## src/rtl/mem_bus_ctrl_pkg.sv

```systemverilog
// Shared types and constants for the CPU-to-async-memory bus controller.
package mem_bus_pkg;

    localparam int ADDR_W = 16;
    localparam int DATA_W = 16;
    localparam logic [ADDR_W-1:0] ADDR_LAST = 16'hFFFF;

    typedef enum logic [2:0] {
        IDLE      = 3'd0,
        RD_ACCESS = 3'd1,
        WR_SETUP  = 3'd2,
        WR_STROBE = 3'd3,
        WR_HOLD   = 3'd4,
        RESP      = 3'd5
    } state_t;

    function automatic logic [DATA_W-1:0] swapBytes(input logic [DATA_W-1:0] d);
        return {d[7:0], d[15:8]};
    endfunction

endpackage

```

## src/rtl/mem_bus_ctrl_if.sv

```systemverilog
// CPU request/response handshake plus the asynchronous memory pins.
interface mem_bus_ctrl_if;
    import mem_bus_pkg::*;

    logic              req_valid;
    logic              req_ready;
    logic              req_we;
    logic [ADDR_W-1:0] req_addr;
    logic [DATA_W-1:0] req_wdata;
    logic              rsp_valid;
    logic              rsp_ready;
    logic [DATA_W-1:0] rsp_rdata;
    logic              rsp_err;
    logic [ADDR_W-1:0] memAddr;
    logic              memRe;
    logic              memWe;
    logic [DATA_W-1:0] memWBus;
    logic [DATA_W-1:0] memRBus;

    modport slave (
        input  req_valid, req_we, req_addr, req_wdata, rsp_ready, memRBus,
        output req_ready, rsp_valid, rsp_rdata, rsp_err, memAddr, memRe, memWe, memWBus
    );

    modport master (
        output req_valid, req_we, req_addr, req_wdata, rsp_ready, memRBus,
        input  req_ready, rsp_valid, rsp_rdata, rsp_err, memAddr, memRe, memWe, memWBus
    );

endinterface

```

## src/rtl/mem_bus_ctrl.sv

```systemverilog
// Single-outstanding bus stage driving an asynchronous 16-bit memory with
// registered strobes, a programmable read settle time and write byte normalisation.
module mem_bus_ctrl
    import mem_bus_pkg::*;
#(
    parameter int unsigned RD_WAIT       = 1,
    parameter int unsigned WE_WIDTH      = 1,
    parameter int unsigned SWAP_WR_BYTES = 1
) (
    input  logic        clk,
    input  logic        rst_n,
    mem_bus_ctrl_if.slave bus
);

    generate
        if (RD_WAIT > 32'd15) begin : gRdWaitRange
            $fatal(1, "mem_bus_ctrl: RD_WAIT must be 0..15");
        end
        if ((WE_WIDTH < 32'd1) || (WE_WIDTH > 32'd15)) begin : gWeWidthRange
            $fatal(1, "mem_bus_ctrl: WE_WIDTH must be 1..15");
        end
        if (SWAP_WR_BYTES > 32'd1) begin : gSwapRange
            $fatal(1, "mem_bus_ctrl: SWAP_WR_BYTES must be 0 or 1");
        end
    endgenerate

    localparam logic [3:0] RD_CNT_INIT = 4'(RD_WAIT);
    localparam logic [3:0] WE_CNT_INIT = 4'(WE_WIDTH - 32'd1);

    state_t            stateR, nextStateS;
    logic [3:0]        cntR, cntS;
    logic              idleR, idleS;
    logic              rspValidR, rspValidS;
    logic [DATA_W-1:0] rspRdataR, rspRdataS;
    logic              rspErrR, rspErrS;
    logic [ADDR_W-1:0] memAddrR, memAddrS;
    logic              memReR, memReS;
    logic              memWeR, memWeS;
    logic [DATA_W-1:0] memWBusR, memWBusS;
    logic [DATA_W-1:0] wdataMapS;
    logic              reqReadyS;
    logic              acceptS;

    // idleR is 0 through reset so the core cannot hand over a request before the first clock.
    assign reqReadyS = idleR || ((stateR == RESP) && bus.rsp_ready);
    assign acceptS   = bus.req_valid && reqReadyS;
    assign wdataMapS = (SWAP_WR_BYTES != 32'd0) ? swapBytes(bus.req_wdata) : bus.req_wdata;

    // Next-state and next-output computation for every registered output.
    always_comb begin
        nextStateS = stateR;
        cntS       = cntR;
        rspValidS  = rspValidR;
        rspRdataS  = rspRdataR;
        rspErrS    = rspErrR;
        memAddrS   = memAddrR;
        memReS     = memReR;
        memWeS     = memWeR;
        memWBusS   = memWBusR;

        case (stateR)
            IDLE, RESP: begin
                if ((stateR == RESP) && bus.rsp_ready) begin
                    rspValidS  = 1'b0;
                    nextStateS = IDLE;
                end else begin
                    rspValidS  = rspValidR;
                end
                if (acceptS) begin
                    rspErrS = 1'b0;
                    if (bus.req_addr == ADDR_LAST) begin
                        // Word at the top byte would wrap; answer without touching memory.
                        nextStateS = RESP;
                        rspValidS  = 1'b1;
                        rspErrS    = 1'b1;
                        rspRdataS  = 16'h0000;
                    end else if (bus.req_we) begin
                        memAddrS   = bus.req_addr;
                        memWBusS   = wdataMapS;
                        memWeS     = 1'b0;
                        nextStateS = WR_SETUP;
                    end else begin
                        memAddrS   = bus.req_addr;
                        memReS     = 1'b1;
                        cntS       = RD_CNT_INIT;
                        nextStateS = RD_ACCESS;
                    end
                end else begin
                    memReS = 1'b0;
                    memWeS = 1'b0;
                end
            end
            RD_ACCESS: begin
                if (cntR == 4'd0) begin
                    rspRdataS  = bus.memRBus;
                    memReS     = 1'b0;
                    rspValidS  = 1'b1;
                    nextStateS = RESP;
                end else begin
                    cntS = cntR - 4'd1;
                end
            end
            WR_SETUP: begin
                memWeS     = 1'b1;
                cntS       = WE_CNT_INIT;
                nextStateS = WR_STROBE;
            end
            WR_STROBE: begin
                if (cntR == 4'd0) begin
                    memWeS     = 1'b0;
                    nextStateS = WR_HOLD;
                end else begin
                    cntS = cntR - 4'd1;
                end
            end
            WR_HOLD: begin
                rspValidS  = 1'b1;
                rspRdataS  = 16'h0000;
                nextStateS = RESP;
            end
            default: begin
                memReS     = 1'b0;
                memWeS     = 1'b0;
                nextStateS = IDLE;
            end
        endcase

        idleS = (nextStateS == IDLE);
    end

    // State and output registers; reset drops the strobes asynchronously.
    always_ff @(posedge clk or negedge rst_n) begin
        if (!rst_n) begin
            stateR    <= IDLE;
            cntR      <= 4'd0;
            idleR     <= 1'b0;
            rspValidR <= 1'b0;
            rspRdataR <= 16'h0000;
            rspErrR   <= 1'b0;
            memAddrR  <= 16'h0000;
            memReR    <= 1'b0;
            memWeR    <= 1'b0;
            memWBusR  <= 16'h0000;
        end else begin
            stateR    <= nextStateS;
            cntR      <= cntS;
            idleR     <= idleS;
            rspValidR <= rspValidS;
            rspRdataR <= rspRdataS;
            rspErrR   <= rspErrS;
            memAddrR  <= memAddrS;
            memReR    <= memReS;
            memWeR    <= memWeS;
            memWBusR  <= memWBusS;
        end
    end

    assign bus.req_ready = reqReadyS;
    assign bus.rsp_valid = rspValidR;
    assign bus.rsp_rdata = rspRdataR;
    assign bus.rsp_err   = rspErrR;
    assign bus.memAddr   = memAddrR;
    assign bus.memRe     = memReR;
    assign bus.memWe     = memWeR;
    assign bus.memWBus   = memWBusR;

endmodule
```

## src/flat_wrapper.sv

```systemverilog
// flat-port wrapper written by rule: the top's interface ports become plain ports
module mem_bus_ctrl_flat import mem_bus_pkg::*;
#(
    parameter int unsigned RD_WAIT       = 1,
    parameter int unsigned WE_WIDTH      = 1,
    parameter int unsigned SWAP_WR_BYTES = 1
)
  (clk, rst_n, bus_req_valid, bus_req_we, bus_req_addr, bus_req_wdata, bus_rsp_ready, bus_memRBus, bus_req_ready, bus_rsp_valid, bus_rsp_rdata, bus_rsp_err, bus_memAddr, bus_memRe, bus_memWe, bus_memWBus);
  mem_bus_ctrl_if bus_i ();
  input  logic clk;
  input  logic rst_n;
  input wire logic [$bits(bus_i.req_valid)-1:0] bus_req_valid;
  input wire logic [$bits(bus_i.req_we)-1:0] bus_req_we;
  input wire logic [$bits(bus_i.req_addr)-1:0] bus_req_addr;
  input wire logic [$bits(bus_i.req_wdata)-1:0] bus_req_wdata;
  input wire logic [$bits(bus_i.rsp_ready)-1:0] bus_rsp_ready;
  input wire logic [$bits(bus_i.memRBus)-1:0] bus_memRBus;
  output wire logic [$bits(bus_i.req_ready)-1:0] bus_req_ready;
  output wire logic [$bits(bus_i.rsp_valid)-1:0] bus_rsp_valid;
  output wire logic [$bits(bus_i.rsp_rdata)-1:0] bus_rsp_rdata;
  output wire logic [$bits(bus_i.rsp_err)-1:0] bus_rsp_err;
  output wire logic [$bits(bus_i.memAddr)-1:0] bus_memAddr;
  output wire logic [$bits(bus_i.memRe)-1:0] bus_memRe;
  output wire logic [$bits(bus_i.memWe)-1:0] bus_memWe;
  output wire logic [$bits(bus_i.memWBus)-1:0] bus_memWBus;
  assign bus_i.req_valid = bus_req_valid;
  assign bus_i.req_we = bus_req_we;
  assign bus_i.req_addr = bus_req_addr;
  assign bus_i.req_wdata = bus_req_wdata;
  assign bus_i.rsp_ready = bus_rsp_ready;
  assign bus_i.memRBus = bus_memRBus;
  assign bus_req_ready = bus_i.req_ready;
  assign bus_rsp_valid = bus_i.rsp_valid;
  assign bus_rsp_rdata = bus_i.rsp_rdata;
  assign bus_rsp_err = bus_i.rsp_err;
  assign bus_memAddr = bus_i.memAddr;
  assign bus_memRe = bus_i.memRe;
  assign bus_memWe = bus_i.memWe;
  assign bus_memWBus = bus_i.memWBus;
  mem_bus_ctrl #(.RD_WAIT(RD_WAIT), .WE_WIDTH(WE_WIDTH), .SWAP_WR_BYTES(SWAP_WR_BYTES)) u_core (.clk(clk), .rst_n(rst_n), .bus(bus_i));
endmodule
```

## config.mk

```make
export PLATFORM = sky130hd
export DESIGN_NAME = mem_bus_ctrl_flat
export DESIGN_NICKNAME = d
export VERILOG_FILES = /design/src/rtl/mem_bus_ctrl_pkg.sv /design/src/rtl/mem_bus_ctrl_if.sv /design/src/rtl/mem_bus_ctrl.sv /design/src/flat_wrapper.sv
export SDC_FILE = /design/constraint.sdc
export NUM_CORES = 1
export LEC_CHECK = 0
export ABC_AREA = 0
export CELL_PAD_IN_SITES_DETAIL_PLACEMENT = 2
export CELL_PAD_IN_SITES_GLOBAL_PLACEMENT = 2
export CORE_MARGIN = 3
export CORE_UTILIZATION = 29
export CTS_BUF_LIST = sky130_fd_sc_hd__clkbuf_16
export CTS_CLUSTER_DIAMETER = 40
export CTS_CLUSTER_SIZE = 20
export DETAILED_ROUTE_END_ITERATION = 8
export HOLD_SLACK_MARGIN = 0.02
export PLACE_DENSITY = 0.81
export REMOVE_ABC_BUFFERS = 1
export SLEW_MARGIN = 20
export SYNTH_ARGS = -nofsm -noshare
export SYNTH_HDL_FRONTEND = slang
export SYNTH_SLANG_ARGS = --single-unit
```

## constraint.sdc

```tcl
create_clock -name clk -period 3.35 [get_ports clk]
set_clock_uncertainty 0.1 [all_clocks]
set_input_delay 0.335 -clock clk [delete_from_list [all_inputs] [get_ports clk]]
set_output_delay 0.335 -clock clk [all_outputs]
set_load 0.005 [all_outputs]
```

* Word-level counts from Yosys, hierarchy flattened
Index checks and enable logic that the tools add are counted.
Word-level totals: register bits 60, output and inout bits 53, bits of input ports 53
Operators by class: $add $sub $neg 1, muxes and demuxes 31, reduce and logical (&&, ||, !) cells 20, bitwise logic cells 3, eq/ne operators 16
Operator list (count):
- $mux 16 | 3
- $pmux 16 s3 | 1
- $eq 16x16->1 const B | 1
- $mux 4 | 4
- $reduce_and 4->1 | 4
- $mux 3 | 5
- $pmux 3 s5 | 1
- $mux 1 | 12
- $pmux 4 s3 | 1
- $ne 3x3->1 const B | 3
- $ne 2x1->1 const B | 4
- $eq 3x2->1 const B | 2
- $eq 3x3->1 const B | 2
- $logic_not 3->1 | 2
- $ne 2x2->1 const B | 3
- $pmux 1 s3 | 2
- $reduce_bool 3->1 | 2
- $reduce_or 2->1 | 3
- $reduce_and 5->1 | 1
- $logic_not 4->1 | 1
- $pmux 1 s4 | 1
- $reduce_and 2->1 | 2
- $sub 4x1->4 const B | 1
- $eq 3x1->1 const B | 1
- 6 further kinds | 9

* Longest topological paths before layout
Gate-level depths: netlist of the first run.
depth in word-level cells 7, depth in mapped cells 7, depth with buffers taken out 6

* Least setup slack after synthesis of the first run
Ideal clock, no wire load.
path type flip-flop to flip-flop, start point register u_core.stateR[0], end point register u_core.memAddrR[0] (netlist: u_core.bus.memAddr[0]), clock period less this slack 2051 ps, path buffers 3, cell stages (with the launch flop) 8, library setup time 125 ps, setup slack 1299 ps, data arrival time 1826 ps, cells stage by stage dfrtp_1 > buf_2 > or3b_1 > a21oi_2 > nor2b_1 > buf_4 > buf_6 > mux2_2
On the way: word-level cells in the longest chain between the ends 5, elaborated cells on any way between the ends 7, those cells by class 1 x eq/ne; 6 x reduce/logical
Ends and longest elaborated chain:
- start, declared | RTL line mem_bus_ctrl.sv:30 | state_t stateR, nextStateS;
- start signal, assigned | RTL line mem_bus_ctrl.sv:145 | stateR <= nextStateS;
- $eq 3x3->1 | RTL line mem_bus_ctrl.sv:45, mem_bus_ctrl.sv:61
- $logic_and 1x1->1 | RTL line mem_bus_ctrl.sv:45 | assign reqReadyS = idleR || ((stateR == RESP) && bus.rsp_ready);
- $logic_or 1x1->1 | RTL line mem_bus_ctrl.sv:45
- $logic_and 1x1->1 | RTL line mem_bus_ctrl.sv:46 | assign acceptS = bus.req_valid && reqReadyS;
- $reduce_and 3->1 (no line) *
- end signal, assigned | RTL line mem_bus_ctrl.sv:151 | memAddrR <= memAddrS;
- end, declared | RTL line mem_bus_ctrl.sv:36 | logic [ADDR_W-1:0] memAddrR, memAddrS;
Every way passes the cells marked *; elsewhere a longest branch is shown, timed or not. A chain may end at the register's enable or synchronous reset.

* Final worst setup path of the first run
start point register u_core.cntR[0], end point register u_core.rspRdataR[7] (netlist: u_core.bus.rsp_rdata[7])
On the way: word-level cells in the longest chain between the ends 3
Ends and longest elaborated chain:
- start, declared | RTL line mem_bus_ctrl.sv:31 | logic [3:0] cntR, cntS;
- start signal, assigned | RTL line mem_bus_ctrl.sv:146 | cntR <= cntS;
- $logic_not 4->1 | RTL line mem_bus_ctrl.sv:94 | if (cntR == 4'd0) begin
- $ne 2x1->1 (no line)
- $reduce_and 4->1 (no line)
- end signal, assigned | RTL line mem_bus_ctrl.sv:149 | rspRdataR <= rspRdataS;
- end, declared | RTL line mem_bus_ctrl.sv:34 | logic [DATA_W-1:0] rspRdataR, rspRdataS;
No other way between the ends.

==> flow_summary.toml, run 1 <==
[logic_synthesis]
flip_flop_and_latch_count_after_synthesis = 60
ys_dominant_reg_cell = "sky130_fd_sc_hd__dfrtp_1"
post_synth_xor_area_fraction = 0
synth.cell_area_um2 = 2853
yosys.area.top_type = "sky130_fd_sc_hd__dfrtp_1"
synth.mux.area_fraction = 0.1417
synth_simple_gate_area_frac = 0.1496
postSynth.asyncResetShare = 1.000
synth_area_per_cell_um2 = 11.06
yosys_warnings = 0
combinational_family_with_the_most_area_after_synthesis = "simple AND/OR/NAND/NOR gates"
synth-seq-area-share = 0.5263
synth_cell_types = 47
synth-compound-area-share = 0.1351
yosysTopAreaCellShare = 0.5263
synth_enable_flop_cells = 0
most_area_consuming_cells_after_synthesis = "sky130_fd_sc_hd__dfrtp_1 (53%), sky130_fd_sc_hd__mux2_2 (9.1%), sky130_fd_sc_hd__nand2_1 (6.6%), sky130_fd_sc_hd__mux2_4 (4.7%), sky130_fd_sc_hd__o211ai_1 (4.5%)"
synthCells = 258
arithmetic_cell_share_of_the_synthesized_area_counting_full_adders_half_adders_and_majority_gates = 0.008772

[route]
detail_route.wirelength_um = 9910
antenna_violating_nets_post_route = 0
vias_after_detailed_routing = 2463
wl_met3_um = 733
routed_via_density = 4.916
topRoutingLayerUsed = "met4"
routed-wl-met2_um = 5204
post-route-drc-count = 0
met1Wirelength_um = 3899
drt_first_pass_iters = 4
routed_wire_length_per_instance_um = 19.78
count_of_routing_violations_after_the_opening_detailed_route_iteration = 76

[power_and_ir_drop]
powerDensity_nw_per_um2 = 972.7
clock_power_share = 0.214
cellInternalPower_w = 0.002762
share_seq_of_total_power = 0.331
cellLeakagePower_nw = 1.775
ir_drop_mv = 0.3946
net_sw_power_w = 0.001437
swShare = 0.3423
pwr-share-comb = 0.455

[critical_path]
critical_path.top_delay_family = "simple AND/OR/NAND/NOR gates"
cp.buffers_inverters = 2
ff2ff_setup_slack_ps = 920
cp.required_ps = 3480
worst_setup_path_end_kind = "flop"
ws_path_type = "reg2reg"
worstPathArrival_ps = 2560
critPathSlowestCell = "sky130_fd_sc_hd__or3b_2"
critical-path-max-stage-delay_ps = 510
critical_path.max_fanout = 9
cp_cell_sequence = "inv_1, ha_1, or3b_2, nor3_2, buf_4, nand2_1, o211ai_1"
crit_path_start_kind = "flop"

[cts]
cts_inserted_buffers = 9
cts_tree = "done"
insertion_delay_ps = 320
post-cts-setup-buffer-count = 0
clkTransAtPathRegs_ps = 60
root_buffer = "sky130_fd_sc_hd__clkbuf_16"
numClockSinks = 60
ctsHtreeMaxLevel = 3
ctsLongestPathBuffers = 2

[finish]
mostFrequentLayoutCells = "sky130_fd_sc_hd__clkdlybuf4s50_1 (104), sky130_fd_sc_hd__dfrtp_1 (60), sky130_fd_sc_hd__nand2_1 (50)"
utilization = 0.4585
final-seq-area_um2 = 1501
filler_cell_count = 958
most_common_cell_after_layout_fill_and_taps_aside = "sky130_fd_sc_hd__clkdlybuf4s50_1"
insertedDiodeCount = 0
multiInputGateArea_um2 = 1241
area_growth_syn_to_layout_pct = 51.32
final_nets = 423
final_layout_size_suffix_gt1_frac = 0.1694

[sta]
final_hold_viol_count = 0
unrepaired_setup_endpoints_after_global_routing = "no"
accumulated_negative_setup_slack_ps = 0
tightestPinTransition_ps = 808.6
setup_viol_count_final = 0
final-max-slew-violation-count = 0
fmax_mhz = 412.0
post-route-period-util = 0.7246
relSlewSlack = 0.4560
finalCriticalPeriod_ps = 2427

[floorplan]
boundaryPins = 106
core_region_area_um2 = 9415
dieWidth_um = 105.2
initial_core_util = 0.3030
floorplan.rows = 35
chipHeight_um = 105.2
die_area_um2 = 11060

[global_route]
antenna_found_initial = 0
grt_start_max_net_pins = 42
grt_pass1_wl_um = 16180
grt.total_usage = 0.1866
grt_pass1_vias = 2860
globalRoute.totalOverflow = 0

[hold_path]
path_class_of_the_lowest_slack_min_delay_path = "reg2reg"

[placement]
portBuffers = 105
routabilityCongestion = 0.7462
hpwlAfterDp_um = 6778

[outcome]
outcome = "finished clean"

[run]
maximum_capacitance_violations = 0
state kept, by name, summed over array words and instances, names as in the netlist, 3 cells and up:
signal,cells
u_core.bus.rsp_rdata,16
u_core.bus.memAddr,16
u_core.stateR,3
u_core.bus.memWBus,16
u_core.cntR,4
power groups by stage:
stage	clock network (W)	registers, W	logic, W
4_1_cts	0.000921	0.00140	0.00195
3_3_place_gp	0	0.00136	0.00183
6_report	0.000897	0.00139	0.00191
5_1_grt	0.000951	0.00145	0.00210
3_5_place_dp	0	0.00139	0.00191
2_1_floorplan	0	0.00136	0.000843
final cells by class:
class / count / share of cell area
inverters: 5 / 0.004348
clock inverters: 6 / 0.01333
multi-input cells: 179 / 0.2875
flip-flops and latches: 60 / 0.3478
repair buffers: 113 / 0.2574
clock buffers: 9 / 0.05217
well taps: 129 / 0.03739
cells in the mapped netlist, drive strengths merged, types with 2 or more instances:
master and n:
dfrtp 60, nand2 50, mux2 32, o211ai 17
a21oi 16, nor2 8, buf 7, clkbuf 7
o21ai 6, inv 5, nand2b 4, nand4 4
nor2b 4, or2 4, a21o 3, nor3 3
a21boi 2, and3 2, ha 2, nor3b 2
o21bai 2, or3b 2
worst paths after layout:
path,end,from,cells after the start
min reg2reg,u_core.bus.memWBus[3],u_core.bus.memWBus[3],1
min,u_core.bus.memWBus[3],u_core.bus.memWBus[3],1
min in group asynchronous,u_core.bus.memAddr[12],rst_n,2
max reg2reg,u_core.bus.rsp_rdata[7],u_core.cntR[0],7
max in group asynchronous,u_core.bus.memAddr[5],rst_n,3
max,u_core.bus.rsp_rdata[7],u_core.cntR[0],7
repair_timing:
action,4_1_cts,5_1_grt
endpoints found under the hold margin,0,40
hold buffers,0,1
gates resized for setup,0,0
endpoints found under the setup margin,0,0
metal layers:
layer	up-vias	GRT usage
li1	1137	-
met1	1242	0.2068
met2	78	0.3365
met3	6	0.07041
met4	0	0.04217
met5	-	0
metrics by stage:
step	area [µm²]	cells	hold slack [ps]	total power (W)	worst slack, ps
2_1_floorplan	2761	244	-60.59	0.002205	777.4
3_3_place_gp	4021	485	389.8	0.003187	816.7
3_5_place_dp	4021	485	395.6	0.003295	783.4
4_1_cts	4304	500	113.5	0.004270	865.3
5_1_grt	4317	501	435.6	0.004500	719.7
6_report	4317	501	409.7	0.004199	922.6
cell families (layout without fill, tap and decap cells):
family,count (synthesis),in the layout
flops,60,60
buf+inv,19,133
compound gates,56,56
simple gates,88,88
mux,33,33
fa+ha+maj,2,2
No activity file was read; power rests on OpenSTA's default activity.
==> run 2, diff against run 1 <==
--- a/config.mk
+++ b/config.mk
@@ -9,13 +9,13 @@
 export CELL_PAD_IN_SITES_DETAIL_PLACEMENT = 2
 export CELL_PAD_IN_SITES_GLOBAL_PLACEMENT = 2
 export CORE_MARGIN = 3
-export CORE_UTILIZATION = 29
+export CORE_UTILIZATION = 27
 export CTS_BUF_LIST = sky130_fd_sc_hd__clkbuf_16
 export CTS_CLUSTER_DIAMETER = 40
 export CTS_CLUSTER_SIZE = 20
 export DETAILED_ROUTE_END_ITERATION = 8
 export HOLD_SLACK_MARGIN = 0.02
-export PLACE_DENSITY = 0.81
+export PLACE_DENSITY = 0.76
 export REMOVE_ABC_BUFFERS = 1
 export SLEW_MARGIN = 20
 export SYNTH_ARGS = -nofsm -noshare
==> constraint.sdc (replaced) <==
create_clock -name clk -period 2.4 [get_ports clk]
set_clock_uncertainty 0.1 [all_clocks]
set_input_delay 0.24 -clock clk [delete_from_list [all_inputs] [get_ports clk]]
set_output_delay 0.24 -clock clk [all_outputs]
set_load 0.005 [all_outputs]
==> run 2 against run 1 <==
Against the previous run: clock-buffer cell count unchanged; utilization decreased by 2.1 points; wire length decreased by 4.4%; die area increased by 7.0%; highest routed layer unchanged.
==> flow_summary.toml, run 2 (synthesized netlist as in run 1, its figures left out) <==
[outcome]
outcome = "finished clean"

[critical_path]
critPathSlowestCell = "sky130_fd_sc_hd__clkdlybuf4s50_1"
timing.rr.start = "u_core.idleR"
critical-path-max-stage-delay_ps = 450
cp_cell_sequence = "buf_4, and4b_1, or2_2, clkdlybuf4s50_1"
critical_path.top_delay_family = "buffers and inverters"
ws_path_type = "reg2out"
critical_path.reg2reg.endpoint = "u_core.bus.memAddr[5]"
path_depth = 4
timing.critical_path.to = "bus_req_ready"
worstPathArrival_ps = 1840
cp.buffers_inverters = 2
crit_path_start = "u_core.stateR[0]"
cp.required_ps = 2060
timing.reg2reg.worst_path_depth = 5
ff2ff_setup_slack_ps = 240
worst_setup_path_end_kind = "output pin"
crit_path_start_kind = "flop"
critical_path.max_fanout = 17

[global_route]
grt_pass1_vias = 2819
grt.total_usage = 0.1693
grt_pass1_wl_um = 15270
antenna_found_initial = 0
globalRoute.totalOverflow = 0
grt_start_max_net_pins = 33

[cts]
cts_tree = "done"
ctsHtreeMaxLevel = 3
cts-resized-gates = 0
post-cts-setup-buffer-count = 0
cts_inserted_buffers = 9
numClockSinks = 60
root_buffer = "sky130_fd_sc_hd__clkbuf_16"
insertion_delay_ps = 330
ctsLongestPathBuffers = 2
clkTransAtPathRegs_ps = 60

[route]
vias_after_detailed_routing = 2527
detail_route.wirelength_um = 9476
antenna_violating_nets_post_route = 0
count_of_routing_violations_after_the_opening_detailed_route_iteration = 69
routed_wire_length_per_instance_um = 18.54
routed_via_density = 4.945
drt_first_pass_iters = 4
post-route-drc-count = 0

[power_and_ir_drop]
cellLeakagePower_nw = 1.800
power_w = 0.005815
ir_drop_mv = 0.5704
powerDensity_nw_per_um2 = 1329

[sta]
tightestPinTransition_ps = 516.1
setup_slack_ps = 224.6
fmax_mhz = 459.7
post-route-period-util = 0.9064
final-max-slew-violation-count = 0
setup_viol_count_final = 0
relSlewSlack = 0.6528
finalCriticalPeriod_ps = 2175
unrepaired_setup_endpoints_after_global_routing = "no"
final_hold_viol_count = 0

[floorplan]
initial_core_util = 0.2853
chipHeight_um = 108.8
core_region_area_um2 = 10000
floorplan.rows = 36
dieWidth_um = 108.8
die_area_um2 = 11840
boundaryPins = 106

[finish]
mostFrequentLayoutCells = "sky130_fd_sc_hd__clkdlybuf4s50_1 (104), sky130_fd_sc_hd__dfrtp_1 (60), sky130_fd_sc_hd__nand2_1 (50)"
most_common_cell_after_layout_fill_and_taps_aside = "sky130_fd_sc_hd__clkdlybuf4s50_1"
final_layout_size_suffix_gt1_frac = 0.1878
area_growth_syn_to_layout_pct = 53.38
final_nets = 428
insertedDiodeCount = 0

[run]
maximum_capacitance_violations = 0

[placement]
routabilityCongestion = 0.7494
place_worst_setup_slack_ps = 72.38
hpwlAfterDp_um = 6826
portBuffers = 105

[hold_path]
path_class_of_the_lowest_slack_min_delay_path = "in2async"
## run 2: through the flow
stage | util | TNS, ps | area (µm²) | std cells | hold slack, ps
detailed placement | 0.4089 | 0 | 4089 | 494 | -53.55
floorplan | - | -2762 | 2761 | 244 | -155.6
global placement | 0.4089 | 0 | 4089 | 494 | -58.83
finish | 0.4376 | 0 | 4375 | 511 | 123.0
CTS | 0.4376 | 0 | 4375 | 511 | 115.9
global route | 0.4376 | 0 | 4375 | 511 | 139.5
## run 2: worst min-delay path by stage
stage                             end  slack [ps]  cells past startpoint
2_1_floorplan   u_core.bus.memAddr[0]        -160                      0
3_3_place_gp   u_core.bus.memAddr[15]         -60                      1
3_5_place_dp   u_core.bus.memAddr[15]         -50                      1
4_1_cts        u_core.bus.memAddr[15]         120                      2
5_1_grt        u_core.bus.memAddr[10]         140                      2
6_report       u_core.bus.memAddr[15]         120                      2
## run 2: routing by layer
layer	GRT usage	up-vias	share of wire
met5	0	-	0
met4	0.04328	0	0.0096
met3	0.09118	11	0.10
met2	0.2851	81	0.50
met1	0.1868	1288	0.39
li1	-	1147	-
## run 2: cell type report
cell class	instances	area (µm²)
Fill cell	1069	5624
Clock buffer	9	225.2
Timing Repair Buffer	118	1171
Tap cell	133	166.4
Clock inverter	7	51.30
Inverter	5	18.77
Multi-Input combinational cell	179	1241
Sequential cell	60	1501
## run 2: what timing repair did
item / CTS / global route
setup endpoints to repair: 0 / 0
hold endpoints to repair: 60 / 0
hold buffers: 1 / 0
## run 2: where the power goes
group | switching (W) | internal (W) | leakage [nW]
clock | 0.000501 | 0.000701 | 0.132
sequential | 0.000344 | 0.00152 | 0.748
combinational | 0.00117 | 0.00158 | 0.920
total | 0.00201 | 0.00380 | 1.80
